### config.mk
export PLATFORM = sky130hd
export DESIGN_NAME = score_bcd_scanner_flat
export DESIGN_NICKNAME = d
export VERILOG_FILES = /design/src/rtl/score_bcd_scanner_if.sv /design/src/rtl/score_bcd_scanner.sv /design/src/flat_wrapper.sv
export SDC_FILE = /design/constraint.sdc
export NUM_CORES = 1
export LEC_CHECK = 0
export CAP_MARGIN = 20
export CORE_ASPECT_RATIO = 1.25
export CORE_UTILIZATION = 50
export CTS_CLUSTER_SIZE = 28
export DETAILED_ROUTE_END_ITERATION = 16
export DONT_BUFFER_PORTS = 1
export GPL_TIMING_DRIVEN = 1
export MAX_ROUTING_LAYER = met4
export PLACE_DENSITY_LB_ADDON = 0.12
export SLEW_MARGIN = 10
export SYNTH_ARGS = -nofsm -noshare
export SYNTH_HDL_FRONTEND = slang
export SYNTH_SLANG_ARGS = --single-unit
### constraint.sdc
create_clock -name clk -period 4.6 [get_ports clk]
set_input_delay 0.92 -clock clk [delete_from_list [all_inputs] [get_ports clk]]
set_output_delay 0.92 -clock clk [all_outputs]
set_load 0.03 [all_outputs]
### src/rtl/score_bcd_scanner_if.sv
// Conversion handshake between the game control FSM and the score BCD scanner.
interface score_bcd_scanner_if;
    logic [7:0]  score;
    logic        update;
    logic        busy;
    logic        done;
    logic [11:0] bcd;

    modport master (output score, output update, input busy, input done, input bcd);
    modport slave  (input score, input update, output busy, output done, output bcd);
endinterface

### src/rtl/score_bcd_scanner.sv
// Binary score to BCD (double-dabble) converter with a 3-digit multiplexed 7-segment scanner.
// Optional macro LEADING_ZERO_BLANK_EN blanks leading zero digits.
module score_bcd_scanner #(
    parameter int unsigned SCAN_DIV = 1000
) (
    input  logic                       clk,
    input  logic                       rst_n,
    score_bcd_scanner_if.slave         bus,
    input  logic                       show,
    output logic [6:0]                 seg,
    output logic                       dp,
    output logic [2:0]                 digit_en
);
    localparam int unsigned PW = 16;

    typedef enum logic [1:0] {IDLE, SHIFT, LATCH} state_t;

    state_t      r_state, w_state_nxt;
    logic [7:0]  r_shift, w_shift_nxt;
    logic [11:0] r_work, w_work_nxt;
    logic [11:0] w_adj;
    logic [2:0]  r_cnt, w_cnt_nxt;
    logic        r_pend, w_pend_nxt;
    logic [7:0]  r_pend_val, w_pend_val_nxt;
    logic        r_busy, w_busy_nxt;
    logic        r_done, w_done_nxt;
    logic [11:0] r_bcd, w_bcd_nxt;

    logic [PW-1:0] r_presc;
    logic [1:0]    r_idx;
    logic [3:0]    w_digit;
    logic          w_blank;
    logic [6:0]    r_seg, w_seg_nxt;
    logic [2:0]    r_en, w_en_nxt;

    function automatic logic [11:0] dd_adjust(input logic [11:0] x);
        logic [11:0] y;
        y = x;
        for (int i = 0; i < 3; i++) begin
            if (x[i*4 +: 4] >= 4'd5) y[i*4 +: 4] = x[i*4 +: 4] + 4'd3;
        end
        return y;
    endfunction

    // Segment pattern g..a, active low
    function automatic logic [6:0] seg_decode(input logic [3:0] d);
        case (d)
            4'd0:    return 7'b1000000;
            4'd1:    return 7'b1111001;
            4'd2:    return 7'b0100100;
            4'd3:    return 7'b0110000;
            4'd4:    return 7'b0011001;
            4'd5:    return 7'b0010010;
            4'd6:    return 7'b0000010;
            4'd7:    return 7'b1111000;
            4'd8:    return 7'b0000000;
            4'd9:    return 7'b0010000;
            default: return 7'b1111111;
        endcase
    endfunction

    assign w_adj = dd_adjust(r_work);

    always_ff @(posedge clk) begin
        if (!rst_n) begin
            r_state    <= IDLE;
            r_shift    <= '0;
            r_work     <= '0;
            r_cnt      <= '0;
            r_pend     <= 1'b0;
            r_pend_val <= '0;
            r_busy     <= 1'b0;
            r_done     <= 1'b0;
            r_bcd      <= '0;
        end else begin
            r_state    <= w_state_nxt;
            r_shift    <= w_shift_nxt;
            r_work     <= w_work_nxt;
            r_cnt      <= w_cnt_nxt;
            r_pend     <= w_pend_nxt;
            r_pend_val <= w_pend_val_nxt;
            r_busy     <= w_busy_nxt;
            r_done     <= w_done_nxt;
            r_bcd      <= w_bcd_nxt;
        end
    end

    // A request arriving in LATCH wins over an older pending value
    always_comb begin
        w_state_nxt    = r_state;
        w_shift_nxt    = r_shift;
        w_work_nxt     = r_work;
        w_cnt_nxt      = r_cnt;
        w_pend_nxt     = r_pend;
        w_pend_val_nxt = r_pend_val;
        w_busy_nxt     = r_busy;
        w_done_nxt     = 1'b0;
        w_bcd_nxt      = r_bcd;
        case (r_state)
            IDLE: begin
                if (bus.update) begin
                    w_shift_nxt = bus.score;
                    w_work_nxt  = '0;
                    w_cnt_nxt   = '0;
                    w_busy_nxt  = 1'b1;
                    w_state_nxt = SHIFT;
                end
            end
            SHIFT: begin
                w_work_nxt  = {w_adj[10:0], r_shift[7]};
                w_shift_nxt = {r_shift[6:0], 1'b0};
                w_cnt_nxt   = r_cnt + 3'd1;
                if (r_cnt == 3'd7) w_state_nxt = LATCH;
                if (bus.update) begin
                    w_pend_nxt     = 1'b1;
                    w_pend_val_nxt = bus.score;
                end
            end
            LATCH: begin
                w_bcd_nxt  = r_work;
                w_done_nxt = 1'b1;
                if (r_pend || bus.update) begin
                    w_shift_nxt = bus.update ? bus.score : r_pend_val;
                    w_work_nxt  = '0;
                    w_cnt_nxt   = '0;
                    w_pend_nxt  = 1'b0;
                    w_state_nxt = SHIFT;
                end else begin
                    w_busy_nxt  = 1'b0;
                    w_state_nxt = IDLE;
                end
            end
            default: w_state_nxt = IDLE;
        endcase
    end

    always_ff @(posedge clk) begin
        if (!rst_n) begin
            r_presc <= '0;
            r_idx   <= '0;
            r_seg   <= 7'b1111111;
            r_en    <= 3'b111;
        end else begin
            if (r_presc == PW'(SCAN_DIV - 1)) begin
                r_presc <= '0;
                r_idx   <= (r_idx == 2'd2) ? 2'd0 : r_idx + 2'd1;
            end else begin
                r_presc <= r_presc + PW'(1);
            end
            r_seg <= w_seg_nxt;
            r_en  <= w_en_nxt;
        end
    end

    always_comb begin
        w_digit = 4'd0;
        case (r_idx)
            2'd0:    w_digit = r_bcd[3:0];
            2'd1:    w_digit = r_bcd[7:4];
            2'd2:    w_digit = r_bcd[11:8];
            default: w_digit = 4'd0;
        endcase
`ifdef LEADING_ZERO_BLANK_EN
        w_blank = ((r_idx == 2'd2) && (r_bcd[11:8] == 4'd0)) ||
                  ((r_idx == 2'd1) && (r_bcd[11:4] == 8'd0));
`else
        w_blank = 1'b0;
`endif
        w_seg_nxt = (show && !w_blank) ? seg_decode(w_digit) : 7'b1111111;
        w_en_nxt  = show ? ~(3'b001 << r_idx) : 3'b111;
    end

    assign bus.busy = r_busy;
    assign bus.done = r_done;
    assign bus.bcd  = r_bcd;
    assign seg      = r_seg;
    assign digit_en = r_en;
    assign dp       = 1'b1;
endmodule

### src/flat_wrapper.sv
// flat-port wrapper written by rule: the top's interface ports become plain ports
module score_bcd_scanner_flat 
#(
    parameter int unsigned SCAN_DIV = 1000
)
  (clk, rst_n, show, seg, dp, digit_en, bus_score, bus_update, bus_busy, bus_done, bus_bcd);
  score_bcd_scanner_if bus_i ();
  input  logic clk;
  input  logic rst_n;
  input  logic show;
  output logic [6:0] seg;
  output logic dp;
  output logic [2:0] digit_en;
  input wire logic [$bits(bus_i.score)-1:0] bus_score;
  input wire logic [$bits(bus_i.update)-1:0] bus_update;
  output wire logic [$bits(bus_i.busy)-1:0] bus_busy;
  output wire logic [$bits(bus_i.done)-1:0] bus_done;
  output wire logic [$bits(bus_i.bcd)-1:0] bus_bcd;
  assign bus_i.score = bus_score;
  assign bus_i.update = bus_update;
  assign bus_busy = bus_i.busy;
  assign bus_done = bus_i.done;
  assign bus_bcd = bus_i.bcd;
  score_bcd_scanner #(.SCAN_DIV(SCAN_DIV)) u_core (.clk(clk), .rst_n(rst_n), .bus(bus_i), .show(show), .seg(seg), .dp(dp), .digit_en(digit_en));
endmodule
==> impl_metrics.tcl, run 1 <==
set metrics [dict create \
    row_count 33 \
    ant_nets 0 \
    portBuffers 0 \
    post-route-period-util_pct 56.4 \
    status "finished, final reports clean" \
    grt_remaining_overflow 0 \
    ctsRootBufferMaster "clkbuf_8" \
    ys_seq_elements 76 \
    fin_skew_ps 7.42 \
    fin_tns_setup_ps 0 \
    syn_area_per_cell_um2 8.82 \
    power_frac_comb_pct 21.1 \
    initial_core_util_pct 53.0 \
    cts_post_setup_buffers_inserted 0 \
    end_kind "register" \
    fmax_mhz 386 \
    avgRoutedWirePerCell_um 13.8 \
    startpoint_type "register" \
    hpwl_mm 4.59 \
    power.internal_w 0.00110 \
    route.detailed.drc 0 \
    antenna_found_initial 0 \
    drive_gt1_share_pct 5.56 \
    dr.pass1.iters 4 \
    required_ps 4880 \
    n_antenna_cell 0 \
    grt_pass1_vias 2376 \
    final_max_slew_viol_count 0 \
    cts-resized-gates 0 \
    switching_power_w 0.000512 \
    cp_max_fo 23 \
    worst_pin_slew_ps 987 \
    p_per_area_mw_per_mm2 430 \
    drtIter0Drc 117 \
    h-tree-depth 3 \
    max-cap-violations 0 \
    die_w_um 77.3 \
    layout_common_cells "dfxtp_1, nor2_1, nand2_1" \
    hold_buffers 0 \
    syn_nets 433 \
    hold_viol 0 \
    hold_path_class "register to register" \
    leakage_nw 1.38 \
    dieHeight_um 96.2 \
    area_delta_synth_final_pct 5.65 \
    stdcell_count 483 \
    dp_cells 468 \
    cts_tree "done" \
    r2r_cells 6 \
    ys_warn_count 0 \
    layout_commonest_cell "dfxtp_1" \
    core_area_mm2 0.00669 \
    crit_type "register to register" \
    synth_cell_types 46 \
    pwr-share-clk_pct 30.9 \
    fill_cells 635 \
    clkSlewWorstSetupHoldPaths_ps 70 \
    synth_top_cell_by_area "dfxtp_1" \
    whs_path_depth 2 \
    place.gp.congestion 0.791 \
    vias 2638 \
    synth_top_cell_area_share_pct 42.9 \
    cts_sinks 76 \
    ys_seq_area_share_pct 42.9 \
    vias_per_cell 5.46 \
    synth_area_mm2 0.00355 \
    switching_share_pct 31.8 \
    yosys-top-cells-area "dfxtp_1, mux2i_1, ha_1" \
    rsz0062_at_grt "no" \
    setup_viol 0 \
    arrival_ps 2870 \
    grt_max_degree 28 \
    syn_inst 402 \
    fin_crit_ps 2590 \
    clk-insertion-delay-late_ps 340 \
    max_slew_margin_pct 34.2 \
    cts_buffers 9 \
    clk_path_buf_depth 2 \
    die_area_mm2 0.00743 \
    whs_ps 456 \
    final_nets 423 \
    track_usage_pct 19.7 \
    ir_drop_mv 0.226 \
    seqPwrFrac_pct 48.0 \
    routed_wl_mm 6.65 \
    grt_pass1_wl_mm 11.2 \
    pin_count 37 \
]
[cell usage after synthesis, drive strengths merged]
master / n
a31oi: 1
a221oi: 8
nor4bb: 1
dfxtp: 76
a22oi: 6
a21oi: 25
and4: 2
nor2: 51
a22o: 7
or3: 1
clkbuf: 9
o22a: 1
buf: 13
conb: 1
nor3b: 2
or2: 1
o21ai: 14
nor3: 13
nand4: 3
and2: 1
or4: 1
and3: 2
nor4b: 2
mux2i: 26
nor4: 2
nand3b: 1
o22ai: 4
inv: 17
a211oi: 1
nand3: 21
xnor2: 10
or3b: 1
o21a: 1
nand2: 36
nor2b: 4
ha: 19
o31ai: 2
nand2b: 7
a2bb2oi: 1
xor2: 8
[worst paths after layout]
path                      from  slack, ps          endpoint
max          u_core.r_state[1]       2010  u_core.r_work[3]
min            u_core.r_cnt[1]        460   u_core.r_cnt[1]
max reg2reg  u_core.r_state[1]       2010  u_core.r_work[3]
min reg2reg    u_core.r_cnt[1]        460   u_core.r_cnt[1]
[power by group through the flow]
stage	logic, W	clock network (W)	registers, W
global placement	0.000333	0	0.000786
finish	0.000339	0.000498	0.000773
floorplan	0.000286	0	0.000777
global route	0.000377	0.000542	0.000782
detailed placement	0.000338	0	0.000788
CTS	0.000339	0.000512	0.000773
[sequential cells by signal (all words and copies together), names as in the netlist]
signal	count
u_core.bus.bcd	12
u_core.bus.busy	1
u_core.bus.done	1
u_core.digit_en	3
u_core.r_cnt	3
u_core.r_idx	2
u_core.r_pend	1
u_core.r_pend_val	8
u_core.r_presc	16
u_core.r_shift	8
u_core.r_state	2
u_core.r_work	12
u_core.seg	7
[area by class of cell]
| class | instances | area [µm²] | area share [%] |
|---|---|---|---|
| multi-input combinational | 287 | 1850 | 49.5 |
| timing repair buffer | 1 | 7.51 | 0.200 |
| clock inverter | 5 | 52.6 | 1.40 |
| inverter | 17 | 63.8 | 1.70 |
| tap | 87 | 109 | 2.91 |
| clock buffer | 10 | 138 | 3.67 |
| sequential | 76 | 1520 | 40.6 |
[worst max-delay path, stage by stage (launching register included)]
cell,delay [ps]
dfxtp_1,340
inv_1,110
ha_1,690
inv_1,230
nor3_1,840
nand3_1,150
a21oi_1,160
[per-stage QoR]
| stage | area, µm² | total power (W) | setup WS, ps | util (%) |
|---|---|---|---|---|
| global placement | 3560 | 0.00112 | 2090 | 53.2 |
| finish | 3750 | 0.00161 | 2010 | 56.0 |
| global route | 3750 | 0.00170 | 1800 | 56.0 |
| CTS | 3750 | 0.00162 | 2030 | 56.0 |
| floorplan | 3550 | 0.00106 | 2510 | - |
| detailed placement | 3560 | 0.00113 | 2050 | 53.2 |
[kinds of logic after synthesis]
family	after synthesis	share of synthesized area, %
AO/OA/AOI/OAI	71	12.9
adder cells (fa/ha/maj)	19	6.70
multiplexers	26	7.34
other	1	0.106
AND/OR/NAND/NOR	152	20.8
XOR/XNOR	18	4.45
flip-flops	76	42.9
buffers and inverters	39	4.80
[per-layer routing]
metal	routed length (µm)	vias to the layer above	global-route usage [%]
met5	0	-	-
met4	129	0	10.1
met3	206	10	3.79
met2	3160	40	31.9
met1	3150	1219	23.4
li1	-	1369	-
Power figures use the tool's default switching activity.
==> run 2, diff against run 1 <==
Clock period 4.6 ns to 2.6 ns, I/O delays scaled along.
==> run 2 against run 1 <==
Final cell count rose by 1.2%. Fmax is 33% higher. Worst setup slack got worse by 1400 ps. Hold slack lost 210 ps.
==> impl_metrics.tcl, run 2 (synthesized netlist as in run 1, its figures left out) <==
set metrics [dict create \
    cts_sinks 76 \
    fin_tns_setup_ps 0 \
    fill_cells 611 \
    setup_viol 0 \
    die_area_mm2 0.00743 \
    crit_start "u_core.r_idx[1]" \
    vias 2645 \
    dp_slack_ps 662 \
    fin_area_mm2 0.00381 \
    hold_viol 0 \
    end_kind "register" \
    fmax_mhz 514 \
    dr_wl_met2_mm 3.29 \
    layout_commonest_cell "dfxtp_1" \
    antenna_found_initial 0 \
    grt_pass1_wl_mm 11.3 \
    final_nets 428 \
    h-tree-depth 3 \
    wl_met3_um 183 \
    cts_buffers 9 \
    grt_pass1_vias 2472 \
    routed_wl_mm 6.69 \
    grt_max_degree 24 \
    ctsRootBufferMaster "clkbuf_8" \
    n_antenna_cell 0 \
    max_slew_margin_pct 66.1 \
    max-cap-violations 0 \
    rsz0062_at_grt "no" \
    worst_slack_ps 655 \
    place_area_mm2 0.00359 \
    routed.top_layer "met4" \
    required_ps 2810 \
    largest_register_ffs 16 \
    fin_crit_ps 1950 \
    grt_remaining_overflow 0 \
    avgRoutedWirePerCell_um 13.7 \
    dr.pass1.iters 4 \
    crit_type "register to register" \
    pin_count 37 \
    cts_tree "done" \
    hpwl_mm 4.67 \
    drtIter0Drc 95 \
    clk_path_buf_depth 2 \
    hold_path_class "input pin to register" \
    final_core_util_pct 57.0 \
    hold_buffers 0 \
    startpoint_type "register" \
    status "finished, final reports clean" \
    arrival_ps 2160 \
    p_per_area_mw_per_mm2 778 \
    route.detailed.drc 0 \
    post-route-period-util_pct 74.8 \
    core_area_mm2 0.00669 \
    area_delta_synth_final_pct 7.48 \
    row_count 33 \
    layout_common_cells "dfxtp_1, nor2_1, nand2_1" \
    ant_nets 0 \
    ir_drop_mv 0.506 \
    clk-insertion-delay-late_ps 340 \
    cts-resized-gates 0 \
    portBuffers 0 \
    dieHeight_um 96.2 \
    drt-met1-wl_mm 3.07 \
    fin_skew_ps 6.54 \
    final_max_slew_viol_count 0 \
    finalPower_w 0.00296 \
    clkSlewWorstSetupHoldPaths_ps 80 \
    leakage_nw 1.41 \
    place.gp.congestion 0.777 \
    die_w_um 77.3 \
    cts_post_setup_buffers_inserted 0 \
    cp_max_fo 13 \
    min_from "rst_n" \
    crit-reg2reg-launch "u_core.r_idx[1]" \
    vias_per_cell 5.41 \
    regMostFlops "u_core.r_presc" \
    track_usage_pct 19.9 \
    initial_core_util_pct 53.0 \
    worst_pin_slew_ps 502 \
    drive_gt1_share_pct 6.47 \
]
[run 2: cell types whose count changed in the layout (fill, tap and decap cells not counted)]
cell,previous run,this run
clkbuf_1,0,2
bufinv_16,1,2
buf_4,1,6
clkinv_2,3,1
[run 2: metal layers]
metal,track usage (%),vias to the layer above
li1,-,1382
met1,21.4,1219
met2,34.6,33
met3,3.70,11
met4,11.8,0
met5,-,-
[run 2: through the flow]
step | instances | hold slack (ps)
2_1_floorplan | 402 | 436
5_1_grt | 489 | 257
3_3_place_gp | 473 | 443
4_1_cts | 489 | 231
6_report | 489 | 250
3_5_place_dp | 473 | 448
[run 2: layout make-up]
class / count / area, µm² / area share, %
Multi-Input combinational cell: 287 / 1850 / 48.7
Sequential cell: 76 / 1520 / 39.9
Clock buffer: 12 / 145 / 3.81
Tap cell: 87 / 109 / 2.86
Clock inverter: 4 / 72.6 / 1.90
Inverter: 17 / 63.8 / 1.67
Timing Repair Buffer: 6 / 45.0 / 1.18
[run 2: report_power, final]
group / internal, W / total [W] / switching (W)
Clock: 0.000566 / 0.000977 / 0.000410
Combinational: 0.000233 / 0.000619 / 0.000387
Sequential: 0.00127 / 0.00137 / 0.0000976
Total: 0.00207 / 0.00296 / 0.000895
[run 2: path summary, 6_finish.rpt]
path / to / slack (ps) / cells past startpoint
max: u_core.seg[3] / 650 / 5
min: u_core.digit_en[1] / 250 / 1
max reg2reg: u_core.seg[3] / 650 / 5
min reg2reg: u_core.r_pend_val[5] / 460 / 2
[run 2: critical path, stage by stage, from the launching register on]
cell     delay [ps]
dfxtp_1         650
mux2i_1         250
o22a_1          360
nand2_1          90
a21oi_1         320
o21ai_0         140
==> run 3, diff against run 2 <==
Clock period 2.6 ns to 1.73 ns, I/O delays scaled along.
==> run 3 against run 2 <==
Combinational power increased by 92%. Hold slack worse by 180 ps. Utilization rose by 5.8 points. Sequential power rose by 50%.
==> impl_metrics.tcl, run 3 (synthesized netlist as in run 1, its figures left out) <==
set metrics [dict create \
    status "finished, final reports clean" \
    grt_max_degree 28 \
    regToRegSetupSlack_ps 40 \
    vias_per_cell 5.38 \
    core_area_mm2 0.00669 \
    track_usage_pct 22.0 \
    avgRoutedWirePerCell_um 13.8 \
    fin_crit_ps 1690 \
    crit-reg2reg-launch "u_core.r_presc[11]" \
    cts_buffers 9 \
    setup_viol 0 \
    fin_area_mm2 0.00420 \
    max-cap-violations 0 \
    clkSlewWorstSetupHoldPaths_ps 80 \
    final_core_util_pct 62.8 \
    layout_commonest_cell "dfxtp_1" \
    critPathMaxStageDelay_ps 540 \
    end_kind "register" \
    route.detailed.drc 0 \
    cts_tree "done" \
    grt_pass1_vias 2763 \
    dr.pass1.iters 4 \
    die_area_mm2 0.00743 \
    die_w_um 77.3 \
    h-tree-depth 3 \
    arrival_ps 1940 \
    initial_core_util_pct 53.0 \
    layout_common_cells "dfxtp_1, nor2_1, buf_4" \
    vias 2830 \
    cp_max_fo 8 \
    ir_drop_mv 0.670 \
    dieHeight_um 96.2 \
    p_per_area_mw_per_mm2 1100 \
    cp_num_buf_inv 0 \
    r2r_cells 4 \
    required_ps 1970 \
    worst_r2r_endpoint "u_core.r_presc[12]" \
    grt_remaining_overflow 0 \
    clk-insertion-delay-late_ps 350 \
    hold_path_class "input pin to register" \
    ant_nets 0 \
    drtIter0Drc 77 \
    portBuffers 0 \
    fin_skew_ps 10.9 \
    min_from "rst_n" \
    final_nets 465 \
    antenna_found_initial 0 \
    routed_wl_mm 7.24 \
    crit_type "register to register" \
    cp_top_family "simple AND/OR/NAND/NOR gates" \
    pin_count 37 \
    worstPathCellList "or4_4, nor4_4, nand2b_4, nor2_1" \
    row_count 33 \
    place.gp.congestion 0.794 \
    crit_path_top_delay_cell "or4_4" \
    drive_gt1_share_pct 20.7 \
    ctsRootBufferMaster "clkbuf_8" \
    grt_pass1_wl_mm 12.4 \
    largest_register_ffs 16 \
    holdPathEnd "u_core.digit_en[1]" \
    whs_path_depth 1 \
    leakage_nw 1.61 \
    place_area_mm2 0.00385 \
    rsz0062_at_grt "yes" \
    startpoint_type "register" \
    n_antenna_cell 0 \
    fill_cells 599 \
    regMostFlops "u_core.r_presc" \
    final_max_slew_viol_count 0 \
    area_delta_synth_final_pct 18.4 \
    post-route-period-util_pct 97.8 \
    hpwl_mm 5.00 \
    hold_buffers 0 \
    hold_viol 0 \
    cts_sinks 76 \
    clk_path_buf_depth 2 \
    fmax_mhz 591 \
]
## run 3: cell count changes in the layout (fill, tap and decap cells not counted), moves of 4 or more
cell and delta:
buf_4 +35, nor2_1 -8, nor2_2 +7, dfxtp_1 -4
## run 3: area by class of cell
class / count / area [µm²] / area share, %
clock buffers: 12 / 155 / 3.69
clock inverters: 4 / 47.5 / 1.13
inverters: 17 / 63.8 / 1.52
multi-input cells: 288 / 1980 / 47.0
flip-flops and latches: 76 / 1530 / 36.4
well taps: 87 / 109 / 2.59
repair buffers: 42 / 319 / 7.60
## run 3: worst reg2reg max path, delay by kind of cell (launching register included)
family | cells | cell delay [ps]
flops | 1 | 320
simple gates | 4 | 1270
## run 3: worst max path at each step
stage                        from                  to  slack [ps]  cells after the start
2_1_floorplan   u_core.r_state[1]   u_core.r_shift[3]          20                      9
3_3_place_gp    u_core.r_state[0]   u_core.r_shift[7]         -60                      7
5_1_grt         u_core.r_presc[0]  u_core.r_presc[12]         -30                      6
3_5_place_dp    u_core.r_state[0]   u_core.r_shift[7]        -130                      7
4_1_cts        u_core.r_presc[10]   u_core.r_presc[5]           2                      4
6_report       u_core.r_presc[11]  u_core.r_presc[12]          40                      4
## run 3: power breakdown
part / switching, W / internal [W]
logic: 0.000676 / 0.000516
clock network: 0.000646 / 0.000741
registers: 0.000144 / 0.00191
total: 0.00147 / 0.00317
## run 3: through the flow
step | cells | TNS (ps) | hold slack (ps) | total power (W) | worst slack, ps
floorplan | 402 | 0 | 431 | 0.00283 | 16.0
global placement | 507 | -195 | 423 | 0.00314 | -64.8
detailed placement | 507 | -1510 | 426 | 0.00316 | -134
CTS | 524 | 0 | 59.3 | 0.00457 | 2.13
global route | 526 | -163 | 83.1 | 0.00489 | -34.6
finish | 526 | 0 | 71.1 | 0.00464 | 38.5
## run 3: metal layers
layer | global-route usage, % | part of all wire (%) | vias to the layer above
met2 | 38.1 | 50 | 48
met5 | - | 0 | -
met3 | 4.27 | 3.2 | 19
met4 | 12.6 | 2.2 | 0
li1 | - | - | 1456
met1 | 23.6 | 44 | 1307
## run 3: timing repair
action                                 4_1_cts  5_1_grt
pin swaps                                    1        9
resized for setup                            5       28
cloned                                       1        0
endpoints found under the hold margin        0        0
setup endpoints to repair                   34       41
buffers inserted                             0        2
